==> config.mk <==
export PLATFORM = sky130hd
export DESIGN_NAME = if_id_skid_reg
export DESIGN_NICKNAME = d
export VERILOG_FILES = /design/src/rtl/if_id_skid_reg.sv
export SDC_FILE = /design/constraint.sdc
export NUM_CORES = 1
export LEC_CHECK = 0
export CAP_MARGIN = 20
export CORE_MARGIN = 1.5
export CORE_UTILIZATION = 58
export CTS_BUF_LIST = sky130_fd_sc_hd__clkbuf_4 sky130_fd_sc_hd__clkbuf_8
export CTS_CLUSTER_SIZE = 12
export DETAILED_ROUTE_END_ITERATION = 10
export PLACE_DENSITY = 0.92
export SLEW_MARGIN = 20
export SYNTH_ARGS = -nofsm -noshare
export SYNTH_HDL_FRONTEND = slang
export SYNTH_SLANG_ARGS = --single-unit
==> constraint.sdc <==
create_clock -name clk -period 12.35 [get_ports clk]
set_clock_uncertainty 0.05 [all_clocks]
set_input_delay 1.8525 -clock clk [delete_from_list [all_inputs] [get_ports clk]]
set_output_delay 1.8525 -clock clk [all_outputs]
set_load 0.05 [all_outputs]
==> src/rtl/if_id_skid_reg.sv <==
// IF/ID boundary register: 2-entry skid buffer that splits {pc, instr}
// for decode, inserts NOPs on bubbles and counts flush-discarded entries.
module if_id_skid_reg #(
    parameter int              XLEN      = 32,
    parameter logic [XLEN-1:0] NOP_INSTR = 32'h00000013,
    parameter int              CNT_W     = 8
) (
    input  logic              clk,
    input  logic              reset,
    input  logic              in_valid,
    input  logic [2*XLEN-1:0] in_data,
    output logic              in_ready,
    input  logic              out_ready,
    input  logic              flush,
    output logic              out_valid,
    output logic [XLEN-1:0]   out_pc,
    output logic [XLEN-1:0]   out_instr,
    output logic [1:0]        occupancy,
    output logic [CNT_W-1:0]  flush_drops
);

    localparam logic [2*XLEN-1:0] EMPTY_E = {{XLEN{1'b0}}, NOP_INSTR};
    localparam logic [CNT_W-1:0]  MAX_CNT = {CNT_W{1'b1}};

    localparam logic [1:0] OCC_EMPTY = 2'd0;
    localparam logic [1:0] OCC_ONE   = 2'd1;
    localparam logic [1:0] OCC_FULL  = 2'd2;

    logic [2*XLEN-1:0] main_q, main_d;
    logic [2*XLEN-1:0] skid_q, skid_d;
    logic [1:0]        occ_q, occ_d;
    logic              valid_q, valid_d;
    logic              ready_q, ready_d;
    logic [CNT_W-1:0]  drops_q, drops_d;

    logic              push;
    logic              pop;
    logic [2:0]        lost;
    logic [CNT_W:0]    drops_sum;

    assign push = in_valid & ready_q;
    assign pop  = valid_q & out_ready;

    // Entries destroyed by a flush: whatever stays behind plus the new word.
    always_comb begin
        lost      = {1'b0, occ_q} - {2'b00, pop} + {2'b00, push};
        drops_sum = {1'b0, drops_q} + (CNT_W+1)'(lost);
    end

    always_comb begin
        main_d  = main_q;
        skid_d  = skid_q;
        occ_d   = occ_q;
        drops_d = drops_q;
        if (flush) begin
            main_d  = EMPTY_E;
            skid_d  = EMPTY_E;
            occ_d   = OCC_EMPTY;
            drops_d = (drops_sum > {1'b0, MAX_CNT}) ? MAX_CNT
                                                    : drops_sum[CNT_W-1:0];
        end else begin
            unique case (occ_q)
                OCC_EMPTY: begin
                    if (push) begin
                        main_d = in_data;
                        occ_d  = OCC_ONE;
                    end
                end
                OCC_ONE: begin
                    if (push && pop) begin
                        main_d = in_data;
                    end else if (push) begin
                        skid_d = in_data;
                        occ_d  = OCC_FULL;
                    end else if (pop) begin
                        main_d = EMPTY_E;
                        occ_d  = OCC_EMPTY;
                    end
                end
                OCC_FULL: begin
                    if (pop) begin
                        main_d = skid_q;
                        skid_d = EMPTY_E;
                        occ_d  = OCC_ONE;
                    end
                end
                default: begin
                    main_d = EMPTY_E;
                    skid_d = EMPTY_E;
                    occ_d  = OCC_EMPTY;
                end
            endcase
        end
        valid_d = (occ_d != OCC_EMPTY);
        ready_d = (occ_d != OCC_FULL);
    end

    always_ff @(posedge clk or posedge reset) begin
        if (reset) begin
            main_q  <= EMPTY_E;
            skid_q  <= EMPTY_E;
            occ_q   <= OCC_EMPTY;
            valid_q <= 1'b0;
            ready_q <= 1'b1;
            drops_q <= '0;
        end else begin
            main_q  <= main_d;
            skid_q  <= skid_d;
            occ_q   <= occ_d;
            valid_q <= valid_d;
            ready_q <= ready_d;
            drops_q <= drops_d;
        end
    end

    assign in_ready    = ready_q;
    assign out_valid   = valid_q;
    assign occupancy   = occ_q;
    assign out_pc      = main_q[2*XLEN-1:XLEN];
    assign out_instr   = main_q[XLEN-1:0];
    assign flush_drops = drops_q;

endmodule

==> results.cfg <==
[layout]
multiInputGateArea_sq_um = 3247
drive_gt1_frac = 0.08638
fillCellCount = 896
syn_to_final_growth_pct = 23.10
register_area_sq_um = 3517
antenna-diode-count = 0
design_area_sq_um = 9363
post_layout_nonfiller_instances = 1075
layout.nets = 969

[placed_design]
place_area_sq_um = 8999
numPlacedInstances = 1045
portBuffers = 144
gp_congestion = 0.8027
dp_hpwl_mm = 11.27

[clocking]
cts_resized = 0
path_clk_slew_ns = 0.07
clock_tree.buffer_depth = 2
root_buffer = clkbuf_8
cts_tree = done
htreeDepth = 4
numCtsBuffers = 17
hold_buffers = 0
clock-sinks = 140
insertion_delay_ns = 0.43
cts_setup_buffers = 0

[logic_synthesis]
synth_most_common_cell = dfrtp_1
synth-edff-count = 0
synth_area_sq_um = 7606
synth-main-ff-cell = dfrtp_1
synth_top_area_frac = 0.4376
synth.cells.most_frequent = 133 x dfrtp_1, 130 x inv_1, 123 x mux2i_1
syn_nets = 854
synth_cell_types = 46
synthCells = 777
synth-async-reset-ratio = 1.000
synth_largest_area_cell = dfrtp_1
yosys_warnings = 0
synth_seq_cells = 140
yosys-top-cells-area = dfrtp_1 44%, mux2i_1 16%, inv_1 6.4%, o32ai_1 6.0%, a21oi_1 4.3%
syn_area_per_cell_sq_um = 9.789
seq_area_frac_synth = 0.4618

[timing]
slew_violations = 0
fin_tns_setup_ns = 0
tightestPinTransition_ns = 1.108
relSlewSlack = 0.2610
period_share = 0.3790
min_period_ns = 4.680
setup_viol = 0
fmax_mhz = 213.7
hold_violations = 0
rsz0062_at_grt = false

[route]
wl_met3_mm = 1.155
ant_nets = 0
met1Wirelength_mm = 7.947
vias = 6146
wl_met2_mm = 9.329
wl_per_cell_um = 17.49
avgViaCountPerCell = 5.717
drt-total-wl_mm = 18.81
dr.max_layer_used = met4
dr.first_iter.drc_count = 539
remaining_drc_errors = 0
firstDrtPassIters = 5

[floorplan]
io_pins = 145
core_sq_um = 12720
dieArea_sq_um = 13810
die_y_um = 117.5
start_util = 0.5979
fp-row-count = 41
die_x_um = 117.5

[hold_path]
hold_path.class = reg -> reg

[grt]
grt_pass1_vias = 6316
grt_pass1_wl_mm = 31.07
antenna_found_initial = 0
overflow = 0
grt_use_total = 0.2788
grt_max_degree = 78

[critical_path]
arrival_ns = 4.98
path_cells = clkdlybuf4s50_1 -> nand2_2 -> bufinv_8 -> ha_1 -> ha_1 -> fa_1 -> inv_1 -> fa_1 -> nor2b_1 -> o21a_1 -> nand4_1 -> o21ai_0
worstSetupPathType = in -> reg
setup.worst_path.start_class = input port
cp_slowest_cell = fa_1
critPathRequiredTime_ns = 12.65
r2r_slack_ns = 8.50
slowest_delay_ns = 0.54
crit_path_end_kind = flop
path_buf_inv = 3
cp_top_family = adder cells
path_max_fanout = 6

[job]
cap_viol_max_count = 0

[power_and_ir_drop]
power_uw = 1404
cellLeakagePower_uw = 0.003885
vdd_ir_drop_max_mv = 0.09487
powerDensity_nw_per_um2 = 149.9

[outcome]
status = completed
tightest hold or removal path: stages, from the launching register on:
cell and delay [ns]:
dfrtp_1 0.34, inv_1 0.04, o32ai_1 0.09
registers in the layout, indices dropped and copies added, names as in the netlist:
signal and cells:
main_q 64, skid_q 64, flush_drops 8, occupancy 2
in_ready 1, out_valid 1
per-layer routing:
metal | vias up | global-route usage
met5 | - | 0
li1 | 2842 | -
met3 | 30 | 0.05572
met1 | 3030 | 0.3653
met4 | 0 | 0.1090
met2 | 244 | 0.4596
cells by family (layout without fill, tap and decap cells):
group,count (synthesis),after routing,share of synthesized area
buf+inv,189,315,0.1147
simple gates,158,158,0.08785
compound gates,150,150,0.1464
flops,140,140,0.4618
mux,129,129,0.1708
fa+ha+maj,8,8,0.01513
xor+xnor,3,3,0.003455
cell usage in the layout (no fill, tap or decap), drive strengths merged, types with 7 or more instances in the layout:
cell type      instances
o32ai                 61
dfstp                  7
nand2                 70
inv                  130
clkbuf                23
nor2                  64
a21oi                 66
dfrtp                133
mux2i                123
clkdlybuf4s50        143
buf                   10
where the power goes:
part,leakage [uW],internal [uW],switching (uW)
Clock,0.000192,179,169
Sequential,0.00186,512,42.4
Combinational,0.00183,182,319
Total,0.00389,873,531
worst paths after layout:
| check | from | to | cells past startpoint |
|---|---|---|---|
| max | out_ready | flush_drops[4] | 12 |
| min | main_q[42] | main_q[42] | 2 |
| max reg2reg | occupancy[1] | flush_drops[4] | 9 |
| min reg2reg | main_q[42] | main_q[42] | 2 |
| max in group asynchronous | reset | occupancy[1] | 3 |
| min in group asynchronous | reset | skid_q[38] | 2 |
per-stage QoR:
step / setup WS [ns] / util / hold WS, ns
final: 7.670 / 0.7359 / 0.4705
after global routing: 7.547 / 0.7359 / 0.4878
after CTS: 7.728 / 0.7359 / 0.4730
after detailed placement: 7.396 / 0.7073 / 0.4582
after global placement: 7.467 / 0.7073 / 0.4409
after floorplan: 6.706 / - / 0.4468
layout make-up:
type | instances | share of cell area
Multi-Input combinational cell | 448 | 0.3468
Clock buffer | 23 | 0.03181
Sequential cell | 140 | 0.3757
Inverter | 132 | 0.05506
Clock inverter | 7 | 0.007083
Timing Repair Buffer | 153 | 0.1606
Tap cell | 172 | 0.02299
(Power assumes the default switching activity.)
